--- src/rtl/perceptron_pkg.sv ---
// Shared types and constants for the perceptron training sequencer.
package perceptron_pkg;

   typedef enum logic [2:0] {
      ST_IDLE  = 3'd0,
      ST_FEED  = 3'd1,
      ST_DRAIN = 3'd2,
      ST_CHECK = 3'd3,
      ST_DONE  = 3'd4
   } state_e;

   // Q16.16 constants
   localparam logic [31:0] Q16_ONE     = 32'h0001_0000;
   localparam logic [31:0] TOL_DEFAULT = 32'h0000_4000;

   localparam int unsigned N_DEFAULT     = 8;
   localparam int unsigned DEPTH_DEFAULT = 16;
   localparam int unsigned ADDR_W        = $clog2(DEPTH_DEFAULT);
   localparam int unsigned CNT_W         = ADDR_W + 1;

   // |a - b| with the difference formed as a 33-bit signed value
   function automatic logic [32:0] abs_diff(input logic [31:0] a, input logic [31:0] b);
      logic [32:0] d;
      d = {1'b0, a} - {1'b0, b};
      return d[32] ? (33'd0 - d) : d;
   endfunction

endpackage

--- src/rtl/perceptron_trainer_if.sv ---
// Host / perceptron side bus of the training sequencer.
interface perceptron_trainer_if
   import perceptron_pkg::*;
#(
   parameter int unsigned N     = N_DEFAULT,
   parameter int unsigned DEPTH = DEPTH_DEFAULT
);
   localparam int unsigned AW = $clog2(DEPTH);
   localparam int unsigned CW = AW + 1;

   logic          start;
   logic          abort;
   logic [31:0]   learning_rate;
   logic [CW-1:0] num_samples;
   logic          load_en;
   logic [AW-1:0] load_addr;
   logic [N-2:0]  load_x;
   logic [31:0]   load_y;
   logic [N-2:0]  p_x;
   logic          p_train;
   logic [31:0]   p_learning_rate;
   logic [31:0]   p_expected_y;
   logic [31:0]   p_y;
   logic          busy;
   logic          done;
   logic          converged;
   logic [7:0]    epoch_count;
   logic [CW-1:0] error_count;

   // host and perceptron side
   modport master (
      output start, abort, learning_rate, num_samples,
      output load_en, load_addr, load_x, load_y, p_y,
      input  p_x, p_train, p_learning_rate, p_expected_y,
      input  busy, done, converged, epoch_count, error_count
   );

   // trainer side
   modport slave (
      input  start, abort, learning_rate, num_samples,
      input  load_en, load_addr, load_x, load_y, p_y,
      output p_x, p_train, p_learning_rate, p_expected_y,
      output busy, done, converged, epoch_count, error_count
   );

endinterface

--- src/rtl/perceptron_trainer_sample_store.sv ---
// Labelled sample register file: one synchronous write, one combinational read.
module sample_store #(
   parameter int unsigned DEPTH = 16,
   parameter int unsigned W     = 39,
   localparam int unsigned AW   = $clog2(DEPTH)
) (
   input  logic          clk,
   input  logic          we_i,
   input  logic [AW-1:0] waddr_i,
   input  logic [W-1:0]  wdata_i,
   input  logic [AW-1:0] raddr_i,
   output logic [W-1:0]  rdata_o
);

   logic [W-1:0] mem_q [DEPTH];

   // write port; contents are deliberately not reset
   always_ff @(posedge clk) begin
      if (we_i) mem_q[waddr_i] <= wdata_i;
   end

   assign rdata_o = mem_q[raddr_i];

endmodule

--- src/rtl/perceptron_trainer.sv ---
// Training sequencer: streams stored samples into a perceptron, scores the
// delayed outputs against their labels and repeats epochs until clean.
module perceptron_trainer
   import perceptron_pkg::*;
#(
   parameter int unsigned N          = 8,
   parameter int unsigned DEPTH      = 16,
   parameter int unsigned LATENCY    = 4,
   parameter int unsigned MAX_EPOCHS = 255,
   parameter logic [31:0] TOL        = TOL_DEFAULT
) (
   input logic           clk,
   input logic           rst,
   perceptron_trainer_if.slave bus
);

   localparam int unsigned AW = $clog2(DEPTH);
   localparam int unsigned CW = AW + 1;
   localparam int unsigned XW = N - 1;
   localparam int unsigned LW = $clog2(LATENCY + 1);

   state_e        state_q, state_d;
   logic [CW-1:0] ptr_q, ptr_d;
   logic [CW-1:0] ns_q, ns_d;
   logic [LW-1:0] drain_q, drain_d;
   logic [31:0]   lr_q, lr_d;
   logic [XW-1:0] px_q, px_d;
   logic          ptrain_q, ptrain_d;
   logic [31:0]   pey_q, pey_d;
   logic          conv_q, conv_d;
   logic [7:0]    epoch_q, epoch_d;
   logic [CW-1:0] err_q, err_d;
   logic          err_clr;
   logic          flush;

   logic [LATENCY-1:0] dl_v_q;
   logic [31:0]        dl_y_q [LATENCY];

   logic          busy;
   logic [CW-1:0] ns_in;
   logic [AW-1:0] rd_addr;
   logic [XW+31:0] rd_data;
   logic [XW-1:0] rd_x;
   logic [31:0]   rd_y;
   logic          score_err;

   assign busy    = (state_q == ST_FEED) || (state_q == ST_DRAIN) || (state_q == ST_CHECK);
   assign ns_in   = (bus.num_samples > CW'(DEPTH)) ? CW'(DEPTH) : bus.num_samples;
   assign rd_addr = (state_q == ST_FEED) ? ptr_q[AW-1:0] : '0;
   assign rd_x    = rd_data[XW+31:32];
   assign rd_y    = rd_data[31:0];

   sample_store #(
      .DEPTH (DEPTH),
      .W     (XW + 32)
   ) u_store (
      .clk     (clk),
      .we_i    (bus.load_en && !busy),
      .waddr_i (bus.load_addr),
      .wdata_i ({bus.load_x, bus.load_y}),
      .raddr_i (rd_addr),
      .rdata_o (rd_data)
   );

   assign score_err = dl_v_q[LATENCY-1] &&
                      (abs_diff(bus.p_y, dl_y_q[LATENCY-1]) > {1'b0, TOL});

   // next-state, next outputs and counter updates
   always_comb begin
      state_d  = state_q;
      ptr_d    = ptr_q;
      ns_d     = ns_q;
      drain_d  = drain_q;
      lr_d     = lr_q;
      px_d     = px_q;
      ptrain_d = ptrain_q;
      pey_d    = pey_q;
      conv_d   = conv_q;
      epoch_d  = epoch_q;
      err_clr  = 1'b0;
      flush    = 1'b0;

      // sample 0 is put on the registered outputs at the edge that enters
      // FEED, so the pointer already reads 1 during the first FEED cycle
      unique case (state_q)
         ST_IDLE: begin
            if (!bus.abort && bus.start) begin
               lr_d    = bus.learning_rate;
               epoch_d = '0;
               conv_d  = 1'b0;
               err_clr = 1'b1;
               if (ns_in == '0) begin
                  conv_d  = 1'b1;
                  state_d = ST_DONE;
               end else begin
                  ns_d     = ns_in;
                  px_d     = rd_x;
                  pey_d    = rd_y;
                  ptrain_d = 1'b1;
                  ptr_d    = CW'(1);
                  state_d  = ST_FEED;
               end
            end
         end
         ST_FEED: begin
            if (ptr_q == ns_q) begin
               ptrain_d = 1'b0;
               px_d     = '0;
               pey_d    = '0;
               drain_d  = '0;
               state_d  = ST_DRAIN;
            end else begin
               px_d     = rd_x;
               pey_d    = rd_y;
               ptrain_d = 1'b1;
               ptr_d    = ptr_q + CW'(1);
            end
         end
         ST_DRAIN: begin
            if (drain_q == LW'(LATENCY - 1)) state_d = ST_CHECK;
            else                             drain_d = drain_q + LW'(1);
         end
         ST_CHECK: begin
            epoch_d = epoch_q + 8'd1;
            if (err_q == '0) begin
               conv_d  = 1'b1;
               state_d = ST_DONE;
            end else if (epoch_d == 8'(MAX_EPOCHS)) begin
               state_d = ST_DONE;
            end else begin
               err_clr  = 1'b1;
               px_d     = rd_x;
               pey_d    = rd_y;
               ptrain_d = 1'b1;
               ptr_d    = CW'(1);
               state_d  = ST_FEED;
            end
         end
         ST_DONE: state_d = ST_IDLE;
         default: state_d = ST_IDLE;
      endcase

      if (bus.abort && busy) begin
         state_d  = ST_IDLE;
         ptrain_d = 1'b0;
         px_d     = '0;
         pey_d    = '0;
         epoch_d  = epoch_q;
         conv_d   = conv_q;
         err_clr  = 1'b0;
         flush    = 1'b1;
      end

      if (err_clr)                      err_d = '0;
      else if (score_err && err_q != '1) err_d = err_q + CW'(1);
      else                              err_d = err_q;
   end

   // FSM state register
   always_ff @(posedge clk or posedge rst) begin
      if (rst) state_q <= ST_IDLE;
      else     state_q <= state_d;
   end

   // datapath, perceptron-facing outputs and status counters
   always_ff @(posedge clk or posedge rst) begin
      if (rst) begin
         ptr_q    <= '0;
         ns_q     <= '0;
         drain_q  <= '0;
         lr_q     <= '0;
         px_q     <= '0;
         ptrain_q <= 1'b0;
         pey_q    <= '0;
         conv_q   <= 1'b0;
         epoch_q  <= '0;
         err_q    <= '0;
      end else begin
         ptr_q    <= ptr_d;
         ns_q     <= ns_d;
         drain_q  <= drain_d;
         lr_q     <= lr_d;
         px_q     <= px_d;
         ptrain_q <= ptrain_d;
         pey_q    <= pey_d;
         conv_q   <= conv_d;
         epoch_q  <= epoch_d;
         err_q    <= err_d;
      end
   end

   // label delay line fed from the registered outputs so its tail lines up with p_y
   always_ff @(posedge clk or posedge rst) begin
      if (rst) begin
         dl_v_q <= '0;
         for (int unsigned i = 0; i < LATENCY; i++) dl_y_q[i] <= '0;
      end else if (flush) begin
         dl_v_q <= '0;
         for (int unsigned i = 0; i < LATENCY; i++) dl_y_q[i] <= '0;
      end else begin
         dl_v_q[0] <= ptrain_q;
         dl_y_q[0] <= pey_q;
         for (int unsigned i = 1; i < LATENCY; i++) begin
            dl_v_q[i] <= dl_v_q[i-1];
            dl_y_q[i] <= dl_y_q[i-1];
         end
      end
   end

   assign bus.p_x             = px_q;
   assign bus.p_train         = ptrain_q;
   assign bus.p_learning_rate = lr_q;
   assign bus.p_expected_y    = pey_q;
   assign bus.busy            = busy;
   assign bus.done            = (state_q == ST_DONE);
   assign bus.converged       = conv_q;
   assign bus.epoch_count     = epoch_q;
   assign bus.error_count     = err_q;

endmodule

--- src/flat_wrapper.sv ---
// flat-port wrapper written by rule: the top's interface ports become plain ports
module perceptron_trainer_flat import perceptron_pkg::*;
#(
   parameter int unsigned N          = 8,
   parameter int unsigned DEPTH      = 16,
   parameter int unsigned LATENCY    = 4,
   parameter int unsigned MAX_EPOCHS = 255,
   parameter logic [31:0] TOL        = TOL_DEFAULT
)
  (clk, rst, bus_start, bus_abort, bus_learning_rate, bus_num_samples, bus_load_en, bus_load_addr, bus_load_x, bus_load_y, bus_p_y, bus_p_x, bus_p_train, bus_p_learning_rate, bus_p_expected_y, bus_busy, bus_done, bus_converged, bus_epoch_count, bus_error_count);
  perceptron_trainer_if #(.N(N), .DEPTH(DEPTH)) bus_i ();
  input logic clk;
  input logic rst;
  input wire logic [$bits(bus_i.start)-1:0] bus_start;
  input wire logic [$bits(bus_i.abort)-1:0] bus_abort;
  input wire logic [$bits(bus_i.learning_rate)-1:0] bus_learning_rate;
  input wire logic [$bits(bus_i.num_samples)-1:0] bus_num_samples;
  input wire logic [$bits(bus_i.load_en)-1:0] bus_load_en;
  input wire logic [$bits(bus_i.load_addr)-1:0] bus_load_addr;
  input wire logic [$bits(bus_i.load_x)-1:0] bus_load_x;
  input wire logic [$bits(bus_i.load_y)-1:0] bus_load_y;
  input wire logic [$bits(bus_i.p_y)-1:0] bus_p_y;
  output wire logic [$bits(bus_i.p_x)-1:0] bus_p_x;
  output wire logic [$bits(bus_i.p_train)-1:0] bus_p_train;
  output wire logic [$bits(bus_i.p_learning_rate)-1:0] bus_p_learning_rate;
  output wire logic [$bits(bus_i.p_expected_y)-1:0] bus_p_expected_y;
  output wire logic [$bits(bus_i.busy)-1:0] bus_busy;
  output wire logic [$bits(bus_i.done)-1:0] bus_done;
  output wire logic [$bits(bus_i.converged)-1:0] bus_converged;
  output wire logic [$bits(bus_i.epoch_count)-1:0] bus_epoch_count;
  output wire logic [$bits(bus_i.error_count)-1:0] bus_error_count;
  assign bus_i.start = bus_start;
  assign bus_i.abort = bus_abort;
  assign bus_i.learning_rate = bus_learning_rate;
  assign bus_i.num_samples = bus_num_samples;
  assign bus_i.load_en = bus_load_en;
  assign bus_i.load_addr = bus_load_addr;
  assign bus_i.load_x = bus_load_x;
  assign bus_i.load_y = bus_load_y;
  assign bus_i.p_y = bus_p_y;
  assign bus_p_x = bus_i.p_x;
  assign bus_p_train = bus_i.p_train;
  assign bus_p_learning_rate = bus_i.p_learning_rate;
  assign bus_p_expected_y = bus_i.p_expected_y;
  assign bus_busy = bus_i.busy;
  assign bus_done = bus_i.done;
  assign bus_converged = bus_i.converged;
  assign bus_epoch_count = bus_i.epoch_count;
  assign bus_error_count = bus_i.error_count;
  perceptron_trainer #(.N(N), .DEPTH(DEPTH), .LATENCY(LATENCY), .MAX_EPOCHS(MAX_EPOCHS), .TOL(TOL)) u_core (.clk(clk), .rst(rst), .bus(bus_i));
endmodule
--- config.mk ---
export PLATFORM = sky130hd
export DESIGN_NAME = perceptron_trainer_flat
export DESIGN_NICKNAME = d
export VERILOG_FILES = /design/src/rtl/perceptron_pkg.sv /design/src/rtl/perceptron_trainer_if.sv /design/src/rtl/perceptron_trainer_sample_store.sv /design/src/rtl/perceptron_trainer.sv /design/src/flat_wrapper.sv
export SDC_FILE = /design/constraint.sdc
export NUM_CORES = 1
export LEC_CHECK = 0
export CORE_UTILIZATION = 56
export CTS_CLUSTER_DIAMETER = 30
export CTS_CLUSTER_SIZE = 25
export DETAILED_ROUTE_END_ITERATION = 8
export GPL_TIMING_DRIVEN = 0
export PLACE_DENSITY_LB_ADDON = 0.05
export RECOVER_POWER = 100
export SYNTH_ARGS = -nofsm -noshare
export SYNTH_HDL_FRONTEND = slang
export SYNTH_SLANG_ARGS = --single-unit
--- constraint.sdc ---
create_clock -name clk -period 9.9 [get_ports clk]
set_clock_uncertainty 0.15 [all_clocks]
set_input_delay 1.98 -clock clk [delete_from_list [all_inputs] [get_ports clk]]
set_output_delay 1.98 -clock clk [all_outputs]
set_load 0.05 [all_outputs]
==> results by group, run 1 <==
Outcome
  • Outcome: finished with violations
  • Failing checks: capacitance limit, slew limit

Synthesis
  • Register area share after synthesis: 0.667
  • Area contributors post-synth: edfxtp_1 (51%), dfrtp_1 (16%), mux2i_1 (5.4%)
  • Gate Count Post-Synth: 2638
  • Top_reg_cell synth: edfxtp_1
  • Synth warn: 0
  • Yosys top cell area share: 0.508
  • Post-synth EDFFs: 624
  • Yosys reg bits: 858
  • Post-synth ARST share: 0.273
  • Mapped cell area: 36900 sq um
  • Syn_nets: 2797
  • Netlist cell types: 102
  • Avg Cell Area, Syn: 14.0 sq um
  • Largest area contributor in the netlist: edfxtp_1

Critical path
  • Crit start category: input pin
  • Kind of critical path: in2reg
  • Critical Path RT: 10.35 ns
  • R2R Setup Slk: 3.68 ns
  • Critical path endpoint category: flip-flop
  • Critical path peak fanout: 10
  • Critical Path AT: 8.09 ns

Floorplan
  • Die Y: 259 um
  • Area of the die: 66900 sq um
  • FP Rows: 93
  • Die width: 259 um
  • IO Count: 205
  • Initial Utilization: 0.569
  • Floorplan Core Area: 64800 sq um

STA
  • Setup violations, final: 0
  • Tmin final: 7.64 ns
  • Part of the cycle the worst path needs: 0.772
  • Fmax: 131 MHz
  • Slew headroom: -2.14
  • Slew Limit Fails: 274
  • Final Hold Fails: 0
  • Unrepaired setup endpoints after global routing: no
  • Slew of the pin with the lowest slew margin: 4.68 ns
  • Setup tns final: 0 ns
  • Hold slack: 0.277 ns

Routing
  • WL/cell: 25.2 um
  • Via-to-Cell Ratio: 6.15
  • DRT Wirelength: 101000 um
  • DRT antenna net count: 0
  • DR iter-0 viols: 2700
  • First-pass DRT Iterations: 8
  • Vias: 24746
  • # DRC: 0

CTS
  • CTS root buffer: clkbuf_16
  • # clock sinks: 858
  • Postcts setup bufs: 0
  • CTS tree: yes
  • Clock Path Buffers: 3
  • Quantity of gates resized following cts: 0
  • CTS Buf Count: 150
  • Worst-Skew Late Latency: 0.73 ns
  • CTS Hold Bufs: 0
  • Clock edge transition at the registers on the reported setup and hold paths: 0.05 ns
  • Htree depth: 4

GRT
  • GRT Util Overall: 0.307
  • Global route overflow: 0
  • Pin count of the biggest net entering global routing: 125
  • Initial antenna violation count: 9
  • First-pass GRT wire length: 153000 um
  • Number of global-route vias before repair: 25517

Finish
  • Post-route cell area: 45400 sq um
  • Final nets: 3191
  • Commonest non-fill, non-tap cell in the layout: edfxtp_1
  • Layout cells sized above 1: 0.122
  • Most frequent cells in the layout: edfxtp_1 (624), dfrtp_1 (234), mux2i_1 (198), clkbuf_1 (192), a21oi_1 (190)
  • Area growth syn-to-layout: 23.1%
  • # fillers: 4304
  • Final Instance Count excl. Fillers: 4021

Min path
  • Hold WC Path Type: reg2reg

Place
  • Dpl hpwl: 68700 um
  • Routability cong.: 0.882
  • Post-DP Area: 40900 sq um
  • Cells after DPL: 3735
  • IO buf count: 203

Pwr
  • Leak Pwr: 17.3 nW
  • Max VDD drop: 0.204 mV
  • Power per cell area: 321 nW/um^2

Run
  • Maxcap violations: 10
## flip-flops by register name (all words and copies together) (netlist names)
register                    cells
u_core.bus.converged            1
u_core.bus.epoch_count          8
u_core.bus.error_count          5
u_core.bus.p_expected_y        32
u_core.bus.p_learning_rate     32
u_core.bus.p_train              1
u_core.bus.p_x                  7
u_core.dl_v_q                   4
u_core.dl_y_q                 128
u_core.drain_q                  3
u_core.ns_q                     5
u_core.ptr_q                    5
u_core.state_q                  3
u_core.u_store.mem_q          624
## power breakdown
| group | internal (mW) | switching (mW) | leakage (nW) | total (mW) |
|---|---|---|---|---|
| Sequential | 4.34 | 0.209 | 8.63 | 4.55 |
| Clock | 3.34 | 1.86 | 2.54 | 5.20 |
| Combinational | 1.65 | 3.18 | 6.13 | 4.83 |
## worst max-delay path, cell delays in order
cell and delay (ns):
dlygate4sd3_1 0.52, inv_1 0.04, ha_1 0.23, fa_1 0.41, nand2b_1 0.29, a211oi_1 0.67
o211ai_1 0.29, nand4_1 0.26, a31oi_1 0.28, or2_2 0.41, clkbuf_1 0.30, o32ai_1 0.44
a41oi_1 0.30, nor4_1 0.49, nor4b_1 0.76, o21ai_0 0.20, a21boi_0 0.22
## path summary, 6_finish.rpt
kind,endpoint,startpoint,cells past startpoint
max reg2reg,u_core.bus.error_count[0],u_core.dl_y_q[0],15
min in group asynchronous,u_core.bus.p_learning_rate[15],rst,2
max in group asynchronous,u_core.dl_y_q[124],rst,2
max,u_core.bus.error_count[0],bus_p_y[0],17
min reg2reg,u_core.dl_y_q[43],u_core.dl_y_q[75],1
min,u_core.dl_y_q[43],u_core.dl_y_q[75],1
## cell usage after synthesis (34+ instances only)
master and number:
a21oi_1 190, clkbuf_1 138, nand2_1 119, edfxtp_1 624, a22o_1 41, nand2b_1 51
inv_1 57, ha_1 41, mux4_2 39, mux2_2 34, mux2i_1 198, nor2_1 106
o21ai_0 88, and2_1 144, a211oi_1 43, dfrtp_1 234, a221oi_1 79, nor3_1 69
## metal layers
layer / routed length, um / vias up / part of all wire / track usage
met5: 27 / - / 0.00027 / 0
met4: 3590 / 4 / 0.035 / 0.125
met3: 8500 / 233 / 0.084 / 0.0649
met2: 50300 / 1218 / 0.50 / 0.515
met1: 39000 / 12332 / 0.38 / 0.390
li1: - / 10959 / - / -
## final cells by class
cell class | instances | area [sq um] | share of cell area
Tap cell | 855 | 1070 | 0.0236
Clock buffer | 172 | 3960 | 0.0872
Inverter | 57 | 215 | 0.00474
Antenna cell | 7 | 17.5 | 0.000386
Multi-Input combinational cell | 1556 | 11400 | 0.251
Timing Repair Buffer | 242 | 2200 | 0.0485
Clock inverter | 107 | 1280 | 0.0282
Buffer | 167 | 671 | 0.0148
Sequential cell | 858 | 24600 | 0.542
## metrics by stage
step	total power, mW	util	setup slack, ns
CTS	14.7	0.712	2.86
finish	14.6	0.701	2.26
floorplan	7.82	-	1.35
global placement	9.35	0.617	-1.39
global route	15.2	0.700	2.07
detailed placement	9.46	0.631	2.16
## cell families (layout without fill, tap and decap cells)
logic type | count (synthesis) | in the layout | share of synthesized area
buf+inv | 224 | 745 | 0.0240
mux | 271 | 271 | 0.0879
other cells | 0 | 7 | 0
simple gates | 630 | 630 | 0.0925
flops | 858 | 858 | 0.667
compound gates | 584 | 584 | 0.108
fa+ha+maj | 42 | 42 | 0.0144
xor+xnor | 29 | 29 | 0.00689
No activity file was read; power rests on OpenSTA's default activity.
==> run 2, diff against run 1 <==
==> constraint.sdc (replaced) <==
create_clock -name clk -period 7.3 [get_ports clk]
set_clock_uncertainty 0.15 [all_clocks]
set_input_delay 1.46 -clock clk [delete_from_list [all_inputs] [get_ports clk]]
set_output_delay 1.46 -clock clk [all_outputs]
set_load 0.05 [all_outputs]
==> run 2 against run 1 <==
The flow still finishes with violations (capacitance limit, slew limit). Count of clock-buffer cells in the layout shrank 9. Register-to-register slack lost 2.2 ns. Worst hold slack gained 0.010 ns. Non-clock buffer count grew 5. Combinational power grew 36%. Wire length is essentially flat. Sequential power grew 35%. First-iteration DRC count shrank 8.0%. Critical path type unchanged. Largest power group unchanged. Highest routed layer unchanged.
==> results by group, run 2 (synthesis gave the netlist of run 1 again) <==
Place
  • Cells after DPL: 3740
  • Routability cong.: 0.861
  • IO buf count: 203
  • Dpl hpwl: 68800 um
  • Post-DP Area: 41000 sq um

Floorplan
  • FP Rows: 93
  • Die width: 259 um
  • Area of the die: 66900 sq um
  • Die Y: 259 um
  • Initial Utilization: 0.569
  • IO Count: 205
  • Floorplan Core Area: 64800 sq um

Routing
  • DRT Wirelength: 102000 um
  • # DRC: 0
  • Via-to-Cell Ratio: 6.17
  • First-pass DRT Iterations: 6
  • DRT antenna net count: 0
  • Vias: 24704
  • DR iter-0 viols: 2484
  • WL/cell: 25.4 um

Finish
  • Area growth syn-to-layout: 22.1%
  • Max FFs per register: 624
  • Final Instance Count excl. Fillers: 4005
  • Post-route cell area: 45000 sq um
  • Most frequent cells in the layout: edfxtp_1 (624), dfrtp_1 (234), mux2i_1 (198), clkbuf_1 (194), a21oi_1 (190)
  • Footprint of the multi-input gates: 11400 sq um
  • Most flop-heavy register: u_core.u_store.mem_q
  • Core Util, Final: 0.695
  • Register area: 24600 sq um
  • # fillers: 4330
  • Final nets: 3192
  • Commonest non-fill, non-tap cell in the layout: edfxtp_1
  • Biggest regs: u_core.u_store.mem_q x624, u_core.dl_y_q x128
  • Layout cells sized above 1: 0.115

STA
  • Tmin final: 6.73 ns
  • Final Hold Fails: 0
  • Part of the cycle the worst path needs: 0.922
  • Slew headroom: -0.589
  • Fmax: 149 MHz
  • Slew Limit Fails: 421
  • Slew of the pin with the lowest slew margin: 2.38 ns
  • Unrepaired setup endpoints after global routing: no
  • Setup violations, final: 0

CTS
  • CTS Buf Count: 146
  • Clock edge transition at the registers on the reported setup and hold paths: 0.05 ns
  • Quantity of gates resized following cts: 0
  • CTS Hold Bufs: 0
  • Htree depth: 4
  • CTS root buffer: clkbuf_16
  • # clock sinks: 858
  • Worst-Skew Late Latency: 0.72 ns
  • CTS tree: yes
  • Postcts setup bufs: 0
  • Clock Path Buffers: 3

GRT
  • First-pass GRT wire length: 151000 um
  • Global route overflow: 0
  • Pin count of the biggest net entering global routing: 47
  • GRT Util Overall: 0.305
  • Initial antenna violation count: 8
  • Number of global-route vias before repair: 25270

Pwr
  • Max VDD drop: 0.278 mV
  • Power Total: 19.3 mW
  • Sw frac: 0.362
  • Register share of total power: 0.319
  • Int Pwr: 12.3 mW
  • Clock Power Share: 0.342
  • Power per cell area: 429 nW/um^2
  • Sw power: 6.99 mW
  • Leak Pwr: 17.1 nW
  • Combinational Power Share: 0.339

Critical path
  • Kind of critical path: in2reg
  • R2R Path Start: u_core.dl_y_q[20]
  • FF-to-FF End: u_core.bus.error_count[2]
  • Critical path peak fanout: 10
  • Worst r2r path cells: 16
  • Critical Path RT: 7.74 ns
  • Critical path endpoint category: flip-flop
  • Crit start category: input pin
  • R2R Setup Slk: 1.46 ns
  • Critical Path AT: 7.17 ns

Min path
  • Hold Crit Depth: 1
  • HP Start: u_core.dl_y_q[43]
  • Hold Path End: u_core.dl_y_q[11]
  • Hold WC Path Type: reg2reg

Run
  • Maxcap violations: 19

Outcome
  • Failing checks: capacitance limit, slew limit
  • Outcome: finished with violations
## run 2: changes by cell type in the layout (fill, tap and decap cells not counted), moves of 4 or more
cell and change:
clkinv_4 +6, diode_2 -5, and2_1 -4, clkinv_2 -11
inv_6 -7, clkinv_1 +12, clkbuf_16 -7, clkinv_16 -4
and2_0 +4
## run 2: final cells by class
class / instances / area share
Sequential cell: 858 / 0.546
Clock inverter: 100 / 0.0239
Tap cell: 855 / 0.0237
Buffer: 167 / 0.0149
Antenna cell: 2 / 0.000111
Timing Repair Buffer: 247 / 0.0499
Clock buffer: 163 / 0.0837
Inverter: 57 / 0.00478
Multi-Input combinational cell: 1556 / 0.253
## run 2: layer usage
metal | part of all wire | vias up | global-route usage
met5 | 0.00083 | - | 0
met4 | 0.039 | 12 | 0.131
met3 | 0.081 | 244 | 0.0792
met2 | 0.50 | 1176 | 0.509
met1 | 0.38 | 12322 | 0.377
li1 | - | 10950 | -
## run 2: power groups by stage
stage / registers [mW] / clock network (mW) / logic, mW
floorplan: 6.87 / 0 / 3.74
global placement: 6.25 / 0 / 6.42
detailed placement: 6.25 / 0 / 6.59
CTS: 6.17 / 6.68 / 6.66
global route: 6.22 / 6.91 / 6.98
finish: 6.16 / 6.62 / 6.55
## run 2: stage by stage
| step | TNS, ns | hold slack [ns] | worst slack, ns |
|---|---|---|---|
| floorplan | 0 | 0.278 | 1.49 |
| global placement | -189.66 | 0.280 | -1.70 |
| detailed placement | 0 | 0.284 | 0.116 |
| CTS | 0 | 0.277 | 0.823 |
| global route | 0 | 0.301 | 0.385 |
| finish | 0 | 0.287 | 0.570 |
## run 2: worst max-delay path by stage
stage                           start                           to  slack, ns  cells after the start
after detailed placement  bus_p_y[20]    u_core.bus.error_count[2]       0.12                     16
final                     bus_p_y[20]    u_core.bus.error_count[2]       0.57                     16
after CTS                 bus_p_y[20]    u_core.bus.error_count[2]       0.82                     16
after global placement    bus_load_en  u_core.u_store.mem_q[8][26]      -1.70                      5
after global routing      bus_p_y[20]    u_core.bus.error_count[2]       0.38                     16
after floorplan            bus_p_y[0]    u_core.bus.error_count[2]       1.49                     17
## run 2: worst max-delay path, stage by stage
cell and delay [ns]:
dlygate4sd3_1 0.54, ha_1 0.27, clkbuf_1 0.29, and4_1 0.36, nor4b_1 0.53, o211ai_1 0.31, nand4_1 0.28, a31oi_1 0.28
or2_2 0.40, clkbuf_1 0.30, o32ai_1 0.41, a41oi_1 0.28, nor4_1 0.44, or4b_1 0.61, and4_4 0.25, o21a_1 0.16
